`src/rtl/regfile_pkg.sv`:
```
// Shared definitions for the 8x16 register file and its select decoders.
package regfile_pkg;

  localparam int REG_W   = 16;
  localparam int REG_N   = 8;
  localparam int RADDR_W = 3;

  typedef logic [REG_W-1:0] word_t;
  typedef logic [REG_N-1:0] sel_t;

endpackage : regfile_pkg

```
`src/rtl/dec3_8_onehot.sv`:
```
// 3-bit index to 8-bit one-hot decoder with enable; all-zero when disabled.
module dec3_8_onehot
  import regfile_pkg::*;
(
  input  logic               en,
  input  logic [RADDR_W-1:0] idx,
  output sel_t               onehot
);

  // Exactly one bit set when enabled, never multi-hot.
  always_comb begin
    onehot = '0;
    if (en) onehot[idx] = 1'b1;
  end

endmodule : dec3_8_onehot

```
`src/rtl/reg_file8x16.sv`:
```
// Eight-entry 16-bit register file with busy scoreboard and one-hot
// read-select outputs for the downstream operand selector.
// Optional build macro: REGFILE_BYPASS_EN (write-through to rN outputs and
// stall suppression for a register completing this cycle).
module reg_file8x16
  import regfile_pkg::*;
#(
  parameter int REG_W = regfile_pkg::REG_W,
  parameter int REG_N = regfile_pkg::REG_N
) (
  input  logic               clk,
  input  logic               rst,
  input  logic               we,
  input  logic [RADDR_W-1:0] waddr,
  input  logic [REG_W-1:0]   wdata,
  input  logic               wb_clr,
  input  logic               iss,
  input  logic [RADDR_W-1:0] iss_addr,
  input  logic               ra_en,
  input  logic [RADDR_W-1:0] ra_addr,
  input  logic               rb_en,
  input  logic [RADDR_W-1:0] rb_addr,
  output logic [REG_W-1:0]   r0,
  output logic [REG_W-1:0]   r1,
  output logic [REG_W-1:0]   r2,
  output logic [REG_W-1:0]   r3,
  output logic [REG_W-1:0]   r4,
  output logic [REG_W-1:0]   r5,
  output logic [REG_W-1:0]   r6,
  output logic [REG_W-1:0]   r7,
  output logic [REG_N-1:0]   ya,
  output logic [REG_N-1:0]   yb,
  output logic [REG_N-1:0]   busy,
  output logic               stall
);

  logic [REG_W-1:0] regs [REG_N];
  logic [REG_W-1:0] rd   [REG_N];
  logic [REG_N-1:0] wsel;
  logic [REG_N-1:0] busy_nxt;
  logic [REG_N-1:0] busy_eff;

  dec3_8_onehot u_dec_a (.en(ra_en), .idx(ra_addr), .onehot(ya));
  dec3_8_onehot u_dec_b (.en(rb_en), .idx(rb_addr), .onehot(yb));
  dec3_8_onehot u_dec_w (.en(we),    .idx(waddr),   .onehot(wsel));

  // Scoreboard update: completion clears first, so a same-edge issue to the
  // same register leaves it busy (the new producer wins).
  always_comb begin
    busy_nxt = busy;
    if (we && wb_clr) busy_nxt[waddr] = 1'b0;
    if (iss)          busy_nxt[iss_addr] = 1'b1;
  end

  // Register array and scoreboard state; reset overrides any write or issue.
  always_ff @(posedge clk) begin
    if (rst) begin
      for (int i = 0; i < REG_N; i++) regs[i] <= '0;
      busy <= '0;
    end else begin
      for (int i = 0; i < REG_N; i++) begin
        if (wsel[i]) regs[i] <= wdata;
      end
      busy <= busy_nxt;
    end
  end

  // Register outputs, optionally forwarding the in-flight write.
  always_comb begin
    rd = regs;
`ifdef REGFILE_BYPASS_EN
    for (int i = 0; i < REG_N; i++) begin
      if (wsel[i]) rd[i] = wdata;
    end
`endif
  end

  // Busy view used for stall; a completing write counts as valid when forwarded.
  always_comb begin
    busy_eff = busy;
`ifdef REGFILE_BYPASS_EN
    if (we && wb_clr) busy_eff[waddr] = 1'b0;
`endif
  end

  assign stall = (ra_en & busy_eff[ra_addr]) | (rb_en & busy_eff[rb_addr]);

  assign r0 = rd[0];
  assign r1 = rd[1];
  assign r2 = rd[2];
  assign r3 = rd[3];
  assign r4 = rd[4];
  assign r5 = rd[5];
  assign r6 = rd[6];
  assign r7 = rd[7];

endmodule : reg_file8x16

```
`config.mk`:
```
export PLATFORM = sky130hd
export DESIGN_NAME = reg_file8x16
export DESIGN_NICKNAME = d
export VERILOG_FILES = /design/src/rtl/regfile_pkg.sv /design/src/rtl/dec3_8_onehot.sv /design/src/rtl/reg_file8x16.sv
export SDC_FILE = /design/constraint.sdc
export NUM_CORES = 1
export LEC_CHECK = 0
export CORE_MARGIN = 2
export CORE_UTILIZATION = 48
export CTS_CLUSTER_SIZE = 10
export DETAILED_ROUTE_END_ITERATION = 12
export GPL_TIMING_DRIVEN = 0
export PLACE_DENSITY_LB_ADDON = 0.12
export SETUP_SLACK_MARGIN = 0.1
export SYNTH_ARGS = -nofsm -noshare
export SYNTH_HDL_FRONTEND = slang
export SYNTH_HIERARCHICAL = 1
export SYNTH_SLANG_ARGS = --single-unit
export TNS_END_PERCENT = 1
```
`constraint.sdc`:
```
create_clock -name clk -period 3 [get_ports clk]
set_input_delay 0.45 -clock clk [delete_from_list [all_inputs] [get_ports clk]]
set_output_delay 0.45 -clock clk [all_outputs]
set_load 0.05 [all_outputs]
```
# After elaboration in Yosys (flattened, before gate mapping)
# Cells that the tools add are included.
# W data, S select, Z words.
[totals]
ff_bits = 136
latch_bits = 0
mem_bits_ro = 0
output_inout_bits = 153
wordCells = 45
mem_bits_rw = 0
memories = 0
[classes]
n_eq_ne = 0
muxes = 17
div = 0
n_shift = 0
n_mul = 0
bitwise_logic = 6
n_addsub = 0
magnitude_cmp = 8
n_reduce_logical = 5
[op_table]
columns = ["op", "n"]
rows = [
  ["$mux W8", 5],
  ["$lt A3 B4 Y1 const B", 4],
  ["$demux W1 S3", 4],
  ["$ge A3 B1 Y1 const B", 4],
  ["$and A8 B8 Y8", 1],
  ["$not A8 Y8", 1],
  ["$or A8 B8 Y8", 1],
  ["$bmux W1 S3", 2],
  ["$mux W1", 6],
  ["$logic_and A1 B1 Y1", 5],
  ["$and A1 B1 Y1", 2],
  ["$or A1 B1 Y1", 1],
]

# Logic depth before layout (Yosys ltp)
# Gate-level depths: netlist of the first run.
[depth]
word_depth = 9
ltp_mapped = 5
mapped_depth_nobuf = 3

# Cells and area by module
# The synthesis of the first run kept the hierarchy.
[modules_own_cells]
columns = ["mod", "area_each_um2", "instances", "seq_area_each_um2", "cells_each"]
rows = [
  ["reg_file8x16", 5033.6, 1, 2722.6, 488],
  ["dec3_8_onehot (u_dec_b ...)", 95.1, 2, 0.0, 8],
  ["dec3_8_onehot (u_dec_a)", 96.3, 1, 0.0, 8],
]

# Worst setup path after synthesis of the first run
# Ideal clock, no wire load.
[synth_timing]
kind = "register -> output"
start = "register busy[4]"
end = "output port stall"
setup_slack_ns = 0.650
n_path_buf = 0
t_arrival_ns = 1.900
path_stages_with_launch = 4
cell_sequence = "dfxtp_1 -> mux2i_1 -> a221o_1 -> o22ai_1"
[synth_between]
elab_chain_len = 4
elab_cells_between_ends = 7
cone_classes = "mux (4); bitwise (3)"
[synth_rtl]
columns = ["element", "line_no", "rtl"]
rows = [
  ["from (decl)", "reg_file8x16.sv:33", "output logic [REG_N-1:0] busy,"],
  ["from (signal assigned)", "reg_file8x16.sv:64", "busy <= busy_nxt;"],
  ["$bmux W1 S3", "reg_file8x16.sv:86", "assign stall = (ra_en & busy_eff[ra_addr]) | (rb_en & busy_eff[rb_addr]);"],
  ["$mux W1 (implied by the code)", "reg_file8x16.sv:86", ""],
  ["$and A1 B1 Y1", "reg_file8x16.sv:86", ""],
  ["$or A1 B1 Y1 *", "reg_file8x16.sv:86", ""],
  ["to (decl)", "reg_file8x16.sv:34", "output logic stall"],
]
# Mark *: on every way between the ends. The rest lies on a longest branch, timed or not. The select of a mux whose other input is x is not followed.

# Worst setup path after layout of the first run
[layout_timing]
start = "input port rb_addr[2]"
end = "output port stall"
[layout_between]
elab_chain_len = 4
[layout_rtl]
columns = ["element", "line_no", "rtl"]
rows = [
  ["from (decl)", "reg_file8x16.sv:22", "input logic [RADDR_W-1:0] rb_addr,"],
  ["$bmux W1 S3", "reg_file8x16.sv:86", ""],
  ["$mux W1 (implied by the code)", "reg_file8x16.sv:86", ""],
  ["$and A1 B1 Y1", "reg_file8x16.sv:86", ""],
  ["$or A1 B1 Y1", "reg_file8x16.sv:86", ""],
]
# Every way passes these cells. The select of a mux whose other input is x is not followed.

==> metrics.md, run 1 <==
| Metric | Value |
|---|---|
| Post-route DRC | `0` |
| H-tree lvl count | `4` |
| Layout Skew | `0 ns` |
| Flops & latches, synth | `between 100 and 150` |
| Clock sinks | `136` |
| Final hold viol count | `0` |
| CTS Buf Count | `17` |
| Post-synthesis sequential area ratio | `0.5118` |
| Avg WL per Cell | `around 17 um` |
| Worst r2r src | `busy[4]` |
| Share of cells above drive strength 1 | `0.09944` |
| Synthesized area | `roughly 5300 um2` |
| TritonCTS clock tree | `yes` |
| Max_cap viols | `0` |
| Worst-Skew Late Latency | `a little over 0.5 ns` |
| Initial antenna violation count | `0` |
| Vias post-DR | `~4,400` |
| Fillers | `840` |
| Slew @ Worst Pin | `around 0.58 ns` |
| Initial Util | `0.4908` |
| Diode count | `0` |
| RePlAce Congestion | `0.8475` |
| GRT overflow | `0` |
| CP arrival | `between 2 and 2.5 ns` |
| CP Launch Type | `input port` |
| YS warnings | `6` |
| Total Power | `around 0.0044 W` |
| Met3 Use GR | `0.08548` |
| CP Data Required Time | `around 2.6 ns` |
| Hold depth | `3` |
| Power Density | `approximately 560 nW/um2` |
| Fin util | `0.7164` |
| Hold WC Path Type | `in2reg` |
| WL final | `between 10,000 and 15,000 um` |
| Syn_area_per_cell | `10.39 um2` |
| Worst IR Drop VDD | `between 0.4 and 0.5 mV` |
| Final min period | `approximately 2.8 ns` |
| Async set-reset flop share out of synthesis | `0` |
| Die Ht | `between 100 and 150 um` |
| EDFF count, synth | `0` |
| RSZ-0062 raised after global routing | `false` |
| Reg2reg end | `busy[4]` |
| Via density | `between 5 and 6` |
| GRT Util Overall | `0.2486` |
| Worst Reg-to-Reg Cells | `2` |
| Drt pass-1 iters | `7` |
| NumNets Final | `roughly 740` |
| GR Util met1 | `0.3057` |
| GR peak layer | `met2` |
| Hpwl dp | `between 10,000 and 15,000 um` |
| DRT antenna net count | `0` |
| First-pass GRT wire length | `about 23,000 um` |
| DR iter-0 viols | `around 180` |
| Crit path max fanout | `11` |
| # rows | `38` |
| Final worst path period share | `0.9172` |
| Path type of the worst setup path | `in2out` |
| Final setup fails | `0` |
| Cell count after synthesis | `approximately 510` |
| CTS max path bufs | `2` |
| Slew Limit Fails | `0` |
| Post-synthesis cell type count | `28` |
| Top_reg_cell synth | `dfxtp_1` |
| Max Freq | `about 0.36 GHz` |
| Status | `complete, no violations` |
| Element type at the critical path end | `output port` |
| Slew Limit Headroom | `0.6154` |
| IO buf count | `170` |
| Vias in the first global route | `approximately 4,300` |
| Die X | `109.3 um` |
| Core Area | `10,840 um2` |
| Syn_nets | `between 500 and 600` |
| Die ar. | `11,940 um2` |
| Largest net degree at the start of global routing | `17` |
| CTS Root Cell | `clkbuf_8` |
| GR Util met2 | `0.4210` |
| Leakage power | `between 2 and 3 nW` |
| Boundary Pins | `188` |
| Hold Crit Start | `wdata[15]` |
| Post-cts hold buffer count | `0` |
| Clk pin slew, worst setup/hold paths | `~0.060 ns` |
| Worst Hold Path EP | `r7[15]` |
| Synthesis-to-finish area growth | `45.98%` |
| R2R setup slack | `around 2.3 ns` |
through the flow:
step	worst slack [ns]	TNS, ns	std cells	area, um2	hold slack (ns)
floorplan	0.6501	0	512	5320	0.5977
global placement	-0.1033	-0.1033	822	7197	0.4717
detailed placement	-0.1067	-0.1067	822	7197	0.4792
CTS	0.1683	0	854	7761	0.3613
global route	0.1541	0	854	7766	0.3864
finish	0.2484	0	854	7766	0.3749
final cells by class:
| type | instances | area (um2) | area share |
|---|---|---|---|
| Buffer | 47 | 224.0 | 0.02884 |
| Clock buffer | 24 | 470.5 | 0.06058 |
| Clock inverter | 8 | 95.09 | 0.01224 |
| Inverter | 2 | 7.507 | 0.0009667 |
| Multi-Input combinational cell | 327 | 2366 | 0.3047 |
| Sequential cell | 136 | 2723 | 0.3506 |
| Tap cell | 140 | 175.2 | 0.02256 |
| Timing Repair Buffer | 170 | 1705 | 0.2196 |
registers in the layout, indices dropped and copies added, names as in the netlist:
signal and cells:
r0 16, r1 16, r2 16, r3 16
r4 16, r5 16, r6 16, r7 16
busy 8
cell usage after synthesis (2+ instances only):
library cell / n / area share
inv_1: 2 / 0.0014
nand2_1: 4 / 0.0028
and4_2: 3 / 0.0056
nor2_1: 130 / 0.092
and4bb_2: 5 / 0.012
clkbuf_4: 8 / 0.011
and4b_1: 2 / 0.0038
o31ai_1: 3 / 0.0042
nand3_1: 5 / 0.0047
buf_2: 14 / 0.013
a21oi_1: 8 / 0.0075
and4bb_1: 4 / 0.0094
buf_1: 2 / 0.0014
nor2b_1: 5 / 0.0059
nand2b_1: 3 / 0.0035
o21ai_0: 6 / 0.0056
mux2_2: 2 / 0.0042
dfxtp_1: 136 / 0.51
mux2i_1: 130 / 0.24
nor4b_2: 3 / 0.0085
clkbuf_1: 23 / 0.016
and4b_2: 7 / 0.015
o22ai_1: 2 / 0.0024
metal layers:
layer,vias up,part of all wire
li1,2125,-
met1,2088,0.43
met2,155,0.48
met3,15,0.081
met4,0,0.0093
met5,-,0
worst max path at each step:
stage / startpoint / end / slack, ns / cells past startpoint
3_3_place_gp: ra_addr[1] / stall / -0.10 / 5
2_1_floorplan: busy[4] / stall / 0.65 / 3
4_1_cts: ra_addr[1] / stall / 0.17 / 5
6_report: rb_addr[2] / stall / 0.25 / 5
5_1_grt: rb_addr[2] / stall / 0.15 / 5
3_5_place_dp: ra_addr[1] / stall / -0.11 / 5
logic make-up after synthesis:
| kind of cell | after synthesis | share of synthesized area |
|---|---|---|
| buffers and inverters | 49 | 0.04351 |
| AND/OR/NAND/NOR | 173 | 0.1651 |
| multiplexers | 134 | 0.2580 |
| flip-flops | 136 | 0.5118 |
| AO/OA/AOI/OAI | 20 | 0.02164 |
worst max-delay path, cell delays in order:
cell,delay [ns]
clkdlybuf4s50_1,0.68
mux2i_1,0.13
a221o_1,0.35
o22ai_1,0.14
dlygate4sd2_1,0.55
power breakdown:
group | internal, W | switching [W] | total, W
Sequential | 0.00185 | 0.0000241 | 0.00187
Combinational | 0.000177 | 0.000339 | 0.000516
Clock | 0.00124 | 0.000731 | 0.00197
Total | 0.00327 | 0.00109 | 0.00436
what timing repair did:
| action | in CTS | in global routing |
|---|---|---|
| setup endpoints to repair | 1 | 1 |
| setup buffers | 0 | 0 |
| resized for setup | 1 | 2 |
cell usage in the layout, fill, tap and decap left out:
cell	instances
a21oi_1	8
a221o_1	1
and4_2	3
and4b_1	2
and4b_2	7
and4bb_1	4
and4bb_2	5
buf_1	2
buf_2	14
bufinv_16	2
clkbuf_1	27
clkbuf_16	16
clkbuf_4	8
clkbuf_8	4
clkdlybuf4s50_1	167
clkinv_2	4
clkinvlp_4	2
dfxtp_1	136
dlygate4sd2_1	1
dlymetal6s2s_1	2
inv_1	2
mux2_2	2
mux2i_1	130
mux4_1	1
mux4_2	1
nand2_1	4
nand2b_1	3
nand3_1	5
nand3b_1	1
nand4_1	1
nor2_1	130
nor2b_1	5
nor4b_2	3
o21ai_0	6
o22ai_1	2
o31ai_1	3
Power figures use the tool's default switching activity.
==> run 2: changes to the inputs <==
- CORE_UTILIZATION: 48 -> 55
- CTS_BUF_LIST: default -> sky130_fd_sc_hd__clkbuf_8
- CTS_CLUSTER_SIZE: 10 -> default
- DONT_BUFFER_PORTS: default -> 1
==> run 2 against run 1 <==
  * Register-to-register slack worse by 0.43 ns
  * Cell area down 24%
  * Clock skew unchanged
  * Clock power is 22% lower
  * Power decreased by 13%
  * Non-clock buffer count down 170
  * Via count shrank 15%
  * Clock-buffer cell count decreased by 7
  * Sequential share of layout area up 11 points
  * Wire length decreased by 11%
  * Setup slack better by 0.13 ns
  * First-iteration DRC count is 40% lower
  * Critical path type is now reg2out
  * Highest routed layer unchanged
==> metrics.md, run 2 (same netlist as run 1, synthesis figures left out) <==
| Metric | Value |
|---|---|
| Crit path max fanout | `4 (-7)` |
| Critical path origin | `busy[0]` |
| Total negative slack | `0 ns (unchanged)` |
| Die ar. | `10,480 um2 (-12%)` |
| Flop pwr share | `0.533 (+0.104)` |
| CTS Buf Count | `17 (unchanged)` |
| Postcts setup bufs | `0 (unchanged)` |
| Worst-Skew Late Latency | `0.43 ns (-0.08 ns)` |
| Element type at the critical path end | `output port` |
| IO buf count | `0 (-100%)` |
| Top cell family by delay on the critical path | `compound AO/OA/AOI/OAI gates` |
| Cell-internal power | `0.002753 W (-16%)` |
| Largest net degree at the start of global routing | `17 (unchanged)` |
| Sw frac | `0.2735 (+0.02253)` |
| Post-route DRC | `0 (unchanged)` |
| Most frequent cells in the layout | `dfxtp_1 (136), mux2i_1 (130), nor2_1 (130), clkbuf_1 (23), clkbuf_8 (17)` |
| Drt pass-1 iters | `4 (-3)` |
| Worst IR Drop VDD | `0.3603 mV (-13%)` |
| Setup ws final | `0.3745 ns (+0.1261 ns)` |
| Clock sinks | `136 (unchanged)` |
| NumNets Final | `566 (-23%)` |
| Most common cell after layout, fill and taps aside | `dfxtp_1` |
| Final hold viol count | `0 (unchanged)` |
| TritonCTS clock tree | `yes` |
| Initial antenna violation count | `0 (unchanged)` |
| Avg WL per Cell | `19.33 um (+13%)` |
| WL final | `12,990 um (-11%)` |
| Fillers | `818 (-2.6%)` |
| Slew @ Worst Pin | `1.191 ns (+0.6136 ns)` |
| Vias in the first global route | `3,499 (-20%)` |
| Share of cells above drive strength 1 | `0.1381 (+0.03868)` |
| Worst slack at placement | `0.5330 ns (+0.6397 ns)` |
| Initial Util | `0.5704 (+0.07959)` |
| GRT Util Overall | `0.2462 (-0.002424)` |
| FF/Latch Area | `2723 um2 (unchanged)` |
| Net Sw Power | `0.001036 W (-5.3%)` |
| Critical-path cell list | `mux2i_1 > a221o_1 > o22ai_2` |
| Core Area | `9328 um2 (-14%)` |
| Clk pin slew, worst setup/hold paths | `0.08 ns (+0.02 ns)` |
| CP Data Required Time | `2.55 ns (about the same)` |
| Path type of the worst setup path | `reg2out` |
| Leakage power | `2.101 nW (-25%)` |
| Worst path max stage delay | `0.72 ns (+0.04 ns)` |
| Final worst path period share | `0.8752 (-0.04203)` |
| DRT antenna net count | `0 (unchanged)` |
| Via density | `5.528 (+7.7%)` |
| Slowest cell on crit path | `dfxtp_1` |
| Clock power share | `0.405 (-0.047)` |
| Hold Crit Start | `iss_addr[1]` |
| CTS max path bufs | `2 (unchanged)` |
| Buffers and inverters on the worst path | `0 (-2)` |
| RSZ-0062 raised after global routing | `false` |
| Max Freq | `0.3809 GHz (+4.8%)` |
| Worst r2r src | `busy[7]` |
| CP arrival | `2.18 ns (-0.12 ns)` |
| Cell Area, Placed | `5482 um2 (-24%)` |
| Die Ht | `102.4 um (-6.3%)` |
| Die X | `102.4 um (-6.3%)` |
| Boundary Pins | `188 (unchanged)` |
| CP Launch Type | `flop` |
| Slew Limit Fails | `0 (unchanged)` |
| RePlAce Congestion | `0.9091 (+7.3%)` |
| H-tree lvl count | `4 (unchanged)` |
| Slew Limit Headroom | `0.2042 (-0.4111)` |
| DR iter-0 viols | `106 (-40%)` |
| Gate power share | `0.063 (-0.055)` |
| Hold WC Path Type | `in2reg` |
| # rows | `35 (-7.9%)` |
| Hpwl dp | `9359 um (-12%)` |
| First-pass GRT wire length | `19,280 um (-15%)` |
| Area of the multi-input gates | `2372 um2 (+0.26%)` |
| Power Density | `642.8 nW/um2 (+14%)` |
| Diode count | `0 (unchanged)` |
| Design area | `5896 um2 (-24%)` |
| Final min period | `2.626 ns (-0.1261 ns)` |
| CTS Root Cell | `clkbuf_8` |
| Synthesis-to-finish area growth | `10.82%` |
| Final setup fails | `0 (unchanged)` |
| Status | `complete, no violations` |
| Max_cap viols | `0 (unchanged)` |
| Layout Skew | `0 ns (unchanged)` |
| GRT overflow | `0 (unchanged)` |
| Vias post-DR | `3,715 (-15%)` |
run 2: changes by cell type in the layout (fill, tap and decap cells not counted), sizes merged:
cell,change
dlygate4sd2,-1
inv,+3
dlymetal6s2s,-2
clkbuf,-7
clkinvlp,+2
clkdlybuf4s50,-167
bufinv,+1
run 2: final timing paths:
| path | end | slack, ns | cells past startpoint |
|---|---|---|---|
| setup / recovery | stall | 0.37 | 3 |
| hold / removal | busy[6] | 0.17 | 2 |
| setup reg to reg | busy[7] | 1.85 | 2 |
| hold reg to reg | r7[15] | 0.76 | 2 |
run 2: final cells by class:
cell class	count	share of cell area
flip-flops and latches	136	0.4618
multi-input cells	327	0.4024
clock buffers	17	0.03969
plain buffers	47	0.03799
clock inverters	14	0.02950
well taps	129	0.02738
inverters	2	0.001273
run 2: through the flow:
stage,util,std cells,total power (W),hold WS [ns]
6_report,0.6321,672,0.003790,0.1734
3_5_place_dp,0.5877,641,0.002298,0.6163
4_1_cts,0.6321,672,0.003830,0.1534
5_1_grt,0.6321,672,0.003935,0.1484
2_1_floorplan,-,512,0.002236,0.5977
3_3_place_gp,0.5877,641,0.002291,0.6037
run 2: timing repair:
action                                  4_1_cts  5_1_grt
hold buffers                                  0        0
resized for setup                             1        0
endpoints found under the setup margin        1        0
run 2: power groups by stage:
stage / Combinational, W / Clock, W / Sequential (W)
after floorplan: 0.000188 / 0 / 0.00205
after CTS: 0.000239 / 0.00157 / 0.00202
after detailed placement: 0.000237 / 0 / 0.00206
after global placement: 0.000231 / 0 / 0.00206
final: 0.000237 / 0.00153 / 0.00202
after global routing: 0.000259 / 0.00165 / 0.00202
run 2: metal layers:
metal | vias up | share of wire | track usage
met5 | - | 0 | 0
met3 | 12 | 0.11 | 0.1108
met2 | 151 | 0.48 | 0.4013
met4 | 0 | 0.0089 | 0.07077
met1 | 1771 | 0.41 | 0.2950
li1 | 1781 | - | -
